`config.mk`:
```
export PLATFORM = sky130hd
export DESIGN_NAME = serial_add_arbiter
export DESIGN_NICKNAME = d
export VERILOG_FILES = /design/src/rtl/serial_add_arbiter.sv
export SDC_FILE = /design/constraint.sdc
export NUM_CORES = 1
export LEC_CHECK = 0
export BUFFER_PORTS_ARGS = -buffer_cell sky130_fd_sc_hd__buf_4
export CORE_ASPECT_RATIO = 1.5
export CORE_UTILIZATION = 40
export CTS_CLUSTER_DIAMETER = 120
export DETAILED_ROUTE_END_ITERATION = 6
export GPL_TIMING_DRIVEN = 1
export PLACE_DENSITY = 0.65
export SYNTH_ARGS = -nofsm -noshare
export SYNTH_HDL_FRONTEND = slang
export SYNTH_SLANG_ARGS = --single-unit
```
`constraint.sdc`:
```
create_clock -name clk -period 2 [get_ports clk]
set_clock_uncertainty 0.1 [all_clocks]
set_input_delay 0.1 -clock clk [delete_from_list [all_inputs] [get_ports clk]]
set_output_delay 0.1 -clock clk [all_outputs]
set_load 0.01 [all_outputs]
```
`src/rtl/serial_add_arbiter.sv`:
```
// Two-requester round-robin arbiter sharing one bit-serial full adder (add/sub, LSB first).
// Optional signed-overflow output enabled by defining SERIAL_ADD_OVF_EN.
module serial_add_arbiter #(
   parameter int WIDTH = 16
) (
   input  logic             clk,
   input  logic             reset,
   input  logic [1:0]       req,
   input  logic [1:0]       sub,
   input  logic [WIDTH-1:0] a0,
   input  logic [WIDTH-1:0] b0,
   input  logic [WIDTH-1:0] a1,
   input  logic [WIDTH-1:0] b1,
   output logic [1:0]       gnt,
   output logic [1:0]       done,
   output logic             busy,
   output logic [WIDTH-1:0] result,
   output logic             cout
`ifdef SERIAL_ADD_OVF_EN
   ,
   output logic             ovf
`endif
);

   localparam int CW = (WIDTH > 2) ? $clog2(WIDTH) : 1;

   typedef enum logic [1:0] {IDLE = 2'd0, RUN = 2'd1, DONE = 2'd2} state_t;

   state_t           state, state_next;
   logic [CW-1:0]    count;
   logic [WIDTH-1:0] a_sr, b_sr, res_sr;
   logic             carry;
   logic             winner, win_next;
   logic             last;
   logic             accept, last_bit;
   logic [1:0]       fa;
   logic [WIDTH-1:0] op_a, op_b;
   logic             op_sub;

   // {carry_out, sum} of one full-adder bit
   function automatic logic [1:0] full_add(input logic a, input logic b, input logic c);
      full_add = {(a & b) | (a & c) | (b & c), a ^ b ^ c};
   endfunction

   // Next-state, winner selection and operand mux
   always_comb begin
      state_next = state;
      win_next   = winner;
      accept     = 1'b0;
      last_bit   = 1'b0;
      fa         = full_add(a_sr[0], b_sr[0], carry);
      case (state)
         IDLE: begin
            if (req != 2'b00) begin
               accept     = 1'b1;
               state_next = RUN;
               if (req == 2'b11) begin
                  win_next = ~last;
               end else begin
                  win_next = req[1];
               end
            end else begin
               state_next = IDLE;
            end
         end
         RUN: begin
            if (count == CW'(WIDTH - 1)) begin
               last_bit   = 1'b1;
               state_next = DONE;
            end else begin
               state_next = RUN;
            end
         end
         DONE:    state_next = IDLE;
         default: state_next = IDLE;
      endcase
      if (win_next) begin
         op_a   = a1;
         op_b   = b1;
         op_sub = sub[1];
      end else begin
         op_a   = a0;
         op_b   = b0;
         op_sub = sub[0];
      end
   end

   // State register
   always_ff @(posedge clk or posedge reset) begin
      if (reset) begin
         state <= IDLE;
      end else begin
         state <= state_next;
      end
   end

   // Serial datapath, handshake pulses and result registers
   always_ff @(posedge clk or posedge reset) begin
      if (reset) begin
         count  <= '0;
         a_sr   <= '0;
         b_sr   <= '0;
         res_sr <= '0;
         carry  <= 1'b0;
         winner <= 1'b0;
         last   <= 1'b1;
         gnt    <= 2'b00;
         done   <= 2'b00;
         busy   <= 1'b0;
         result <= '0;
         cout   <= 1'b0;
`ifdef SERIAL_ADD_OVF_EN
         ovf    <= 1'b0;
`endif
      end else begin
         gnt  <= accept ? (win_next ? 2'b10 : 2'b01) : 2'b00;
         done <= last_bit ? (winner ? 2'b10 : 2'b01) : 2'b00;
         busy <= (state_next != IDLE);
         if (accept) begin
            winner <= win_next;
            a_sr   <= op_a;
            b_sr   <= op_b ^ {WIDTH{op_sub}};
            carry  <= op_sub;
            count  <= '0;
         end else if (state == RUN) begin
            a_sr   <= a_sr >> 1;
            b_sr   <= b_sr >> 1;
            res_sr <= {fa[0], res_sr[WIDTH-1:1]};
            carry  <= fa[1];
            count  <= count + CW'(1);
         end else begin
            count  <= count;
         end
         // Final bit goes straight to the outputs so they are valid in the DONE cycle
         if (last_bit) begin
            result <= {fa[0], res_sr[WIDTH-1:1]};
            cout   <= fa[1];
`ifdef SERIAL_ADD_OVF_EN
            ovf    <= carry ^ fa[1];
`endif
         end else begin
            cout   <= cout;
         end
         if (state == DONE) begin
            last <= winner;
         end else begin
            last <= last;
         end
      end
   end

endmodule

```
==> metrics.md <==
| Metric | Value |
|---|---|
| Worst setup margin | `0.210 ns` |
| Clock transition at the registers of the reported paths | `0.06 ns` |
| Number of port buffers | `91` |
| Via Count | `3,162` |
| Finished Layout Cells | `608` |
| CP Capture Type | `register` |
| Crit path kind | `register to register` |
| Clock sinks | `78` |
| Async SR Flop Fraction | `100%` |
| P_leak | `2.47 nW` |
| # setup viols final | `0` |
| Ys flop type | `dfrtp_1` |
| Maxcap violations | `0` |
| Htree depth | `3` |
| Post-synth EDFFs | `0` |
| Die area | `9490 um^2` |
| Post-synth cell types | `39` |
| Final non-filler cell area | `5230 um^2` |
| Io pins | `92` |
| Clk buf depth | `2` |
| Pre-CTS setup slack | `0.0646 ns` |
| Worst-Skew Late Latency | `0.33 ns` |
| Worst Path Required | `2.16 ns` |
| Mapped Area | `3640 um^2` |
| Starting Density | `41.2%` |
| TritonCTS clock tree | `done` |
| Post-DP HPWL | `5570 um` |
| FF+latch count, synth | `78` |
| Worst EP arrival | `1.95 ns` |
| # rows | `42` |
| Worst hold margin | `-0.000577 ns` |
| Area post-placement | `4500 um^2` |
| Vias/cell | `5.20` |
| DP Cell Count | `552` |
| Post-Syn Instances | `362` |
| Setup TNS | `0 ns` |
| DRT Pass-1 Iters | `4` |
| Unrepaired setup endpoints after global routing | `no` |
| Pwr Density | `1270 nW/um^2` |
| Synth Net Count | `434` |
| Yosys warning count | `0` |
| Root Buffer | `clkbuf_16` |
| Post-Route WL | `8860 um` |
| Final-layout fill cell count | `784` |
| Area Growth Syn to Fin | `43.7%` |
| Slew Viols, Final | `0` |
| Die Ht | `119 um` |
| Crit path launch type | `register` |
| Initial antenna violation count | `0` |
| Hold Vio Cnt, Final | `1` |
| First-pass GRT wire length | `14,900 um` |
| Peak VDD IR | `0.627 mV` |
| Nets | `565` |
| Horiz. Die Dim | `79.9 um` |
| Vias in the first global route | `3,266` |
| Post-route DRC violation count | `0` |
| Slew @ Worst Pin | `0.487 ns` |
| Overall routing resource usage | `20.6%` |
| Largest net degree at the start of global routing | `50` |
| Cts bufs inserted | `9` |
| WL/cell | `14.6 um` |
| Initial DRC Count | `193` |
| GP Congestion | `0.770` |
| Hold Path Class | `input port to register` |
| Critical-path maximum fanout | `21` |
| Max Clock Freq | `559 MHz` |
| # diodes | `0` |
| Period utilisation layout | `89.5%` |
| Final ANT Viol Nets | `0` |
| Share of layout cells above drive strength 1 | `29.5%` |
| Max_slew headroom | `67.5%` |
| Remaining global-route overflow | `0` |
| Synth top area share | `53.0%` |
| Synth area leader | `dfrtp_1` |
| Syn Area/Cell | `10.1 um^2` |
| Status | `finished with violations` |
| Synth area leaders | `dfrtp_1 53%, nand2_1 9.9%, mux2_2 5.6%, o211a_1 4.1%, a32oi_1 3.6%` |
| Core ar. | `8830 um^2` |
| Failing checks | `negative hold slack` |
| Seq/Total Area, Yosys | `53.7%` |
| Final min period | `1.79 ns` |
## path summary, 6_finish.rpt
check	from	to	slack (ns)	cells after the start
setup / recovery	state[0]	a_sr[13]	0.21	5
hold / removal	a0[10]	a_sr[10]	-0.0006	3
setup reg to reg	state[0]	a_sr[13]	0.21	5
hold reg to reg	res_sr[1]	res_sr[1]	0.38	2
max in group asynchronous	reset	last	1.18	4
min in group asynchronous	reset	result[8]	0.30	4
## critical path, cell delays in order (launching register included)
cell,delay (ns)
dfrtp_1,0.45
nor3b_1,0.33
a21boi_2,0.25
buf_4,0.28
a22oi_1,0.13
a21oi_1,0.17
## Yosys cell counts (2+ instances only)
cell      number
nand2b_1       3
o21ai_1        2
xnor2_1       15
nor3_1         2
a221oi_1       2
and3_1         3
nand3_1        5
a21oi_1       16
mux2_2        18
o211a_1       15
clkbuf_1       9
o21ai_0       16
a222oi_1       2
a32oi_1       15
dfrtp_1       77
inv_1          3
buf_2         12
a22oi_1       13
buf_1          3
nor2_1        17
nand2_1       96
## cells by family (layout without fill, tap and decap cells)
family	after synthesis	count (layout)	synth area share, %
DFF	78	78	53.7
and+or+nand+nor	134	134	15.2
muxes	19	19	5.85
adders and majority gates	2	2	0.894
buffers and inverters	29	165	3.61
AOI/OAI and AO/OA	84	84	16.9
xor gates and xnor gates	16	16	3.85
## cell usage in the layout (no fill, tap or decap), types with 2 or more instances in the layout
cell	n
buf_4	102
nand2_1	96
dfrtp_1	77
dlygate4sd3_1	40
mux2_2	18
nor2_1	17
o21ai_0	16
a21oi_1	16
xnor2_1	15
a32oi_1	15
o211a_1	15
a22oi_1	13
clkbuf_16	9
nand3_1	5
clkinvlp_4	4
and3_1	3
buf_12	3
nand2b_1	2
nor3_1	2
a221oi_1	2
inv_1	2
a222oi_1	2
bufinv_16	2
## registers in the layout, summed over array words and instances (netlist names)
| register | cells |
|---|---|
| a_sr | 16 |
| b_sr | 16 |
| busy | 1 |
| carry | 1 |
| count | 4 |
| cout | 1 |
| done | 2 |
| gnt | 2 |
| last | 1 |
| res_sr | 15 |
| result | 16 |
| state | 2 |
| winner | 1 |
## per-stage QoR
stage | utilization (%) | power (mW)
floorplan | - | 4.09
global placement | 50.9 | 4.76
detailed placement | 50.9 | 4.86
CTS | 59.2 | 6.69
global route | 59.2 | 7.13
finish | 59.2 | 6.62
## metal layers
layer,global-route usage [%],vias to the layer above,wire (um),part of all wire [%]
li1,-,1524,-,-
met3,4.37,15,353,4.0
met5,0,-,0,0
met1,23.8,1541,3600,41
met2,35.0,82,4680,53
met4,10.7,0,232,2.6
## report_power, final
part | internal, mW | switching [mW]
clock | 1.13 | 0.622
sequential | 2.26 | 0.400
combinational | 1.15 | 1.06
total | 4.54 | 2.08
## layout make-up
type / count / area, um^2 / share of cell area, %
Timing Repair Buffer: 145 / 1230 / 23.5
Tap cell: 110 / 138 / 2.63
Sequential cell: 78 / 1950 / 37.4
Inverter: 4 / 18.8 / 0.359
Clock buffer: 11 / 243 / 4.64
Clock inverter: 5 / 82.6 / 1.58
Multi-Input combinational cell: 255 / 1570 / 30.0
## timing repair
action,CTS,global route
endpoints found under the hold margin,106,0
setup endpoints to repair,0,16
hold buffers,40,0
resized for setup,0,1
setup buffers,0,0
Note: power is estimated with default switching activity, not from simulation.
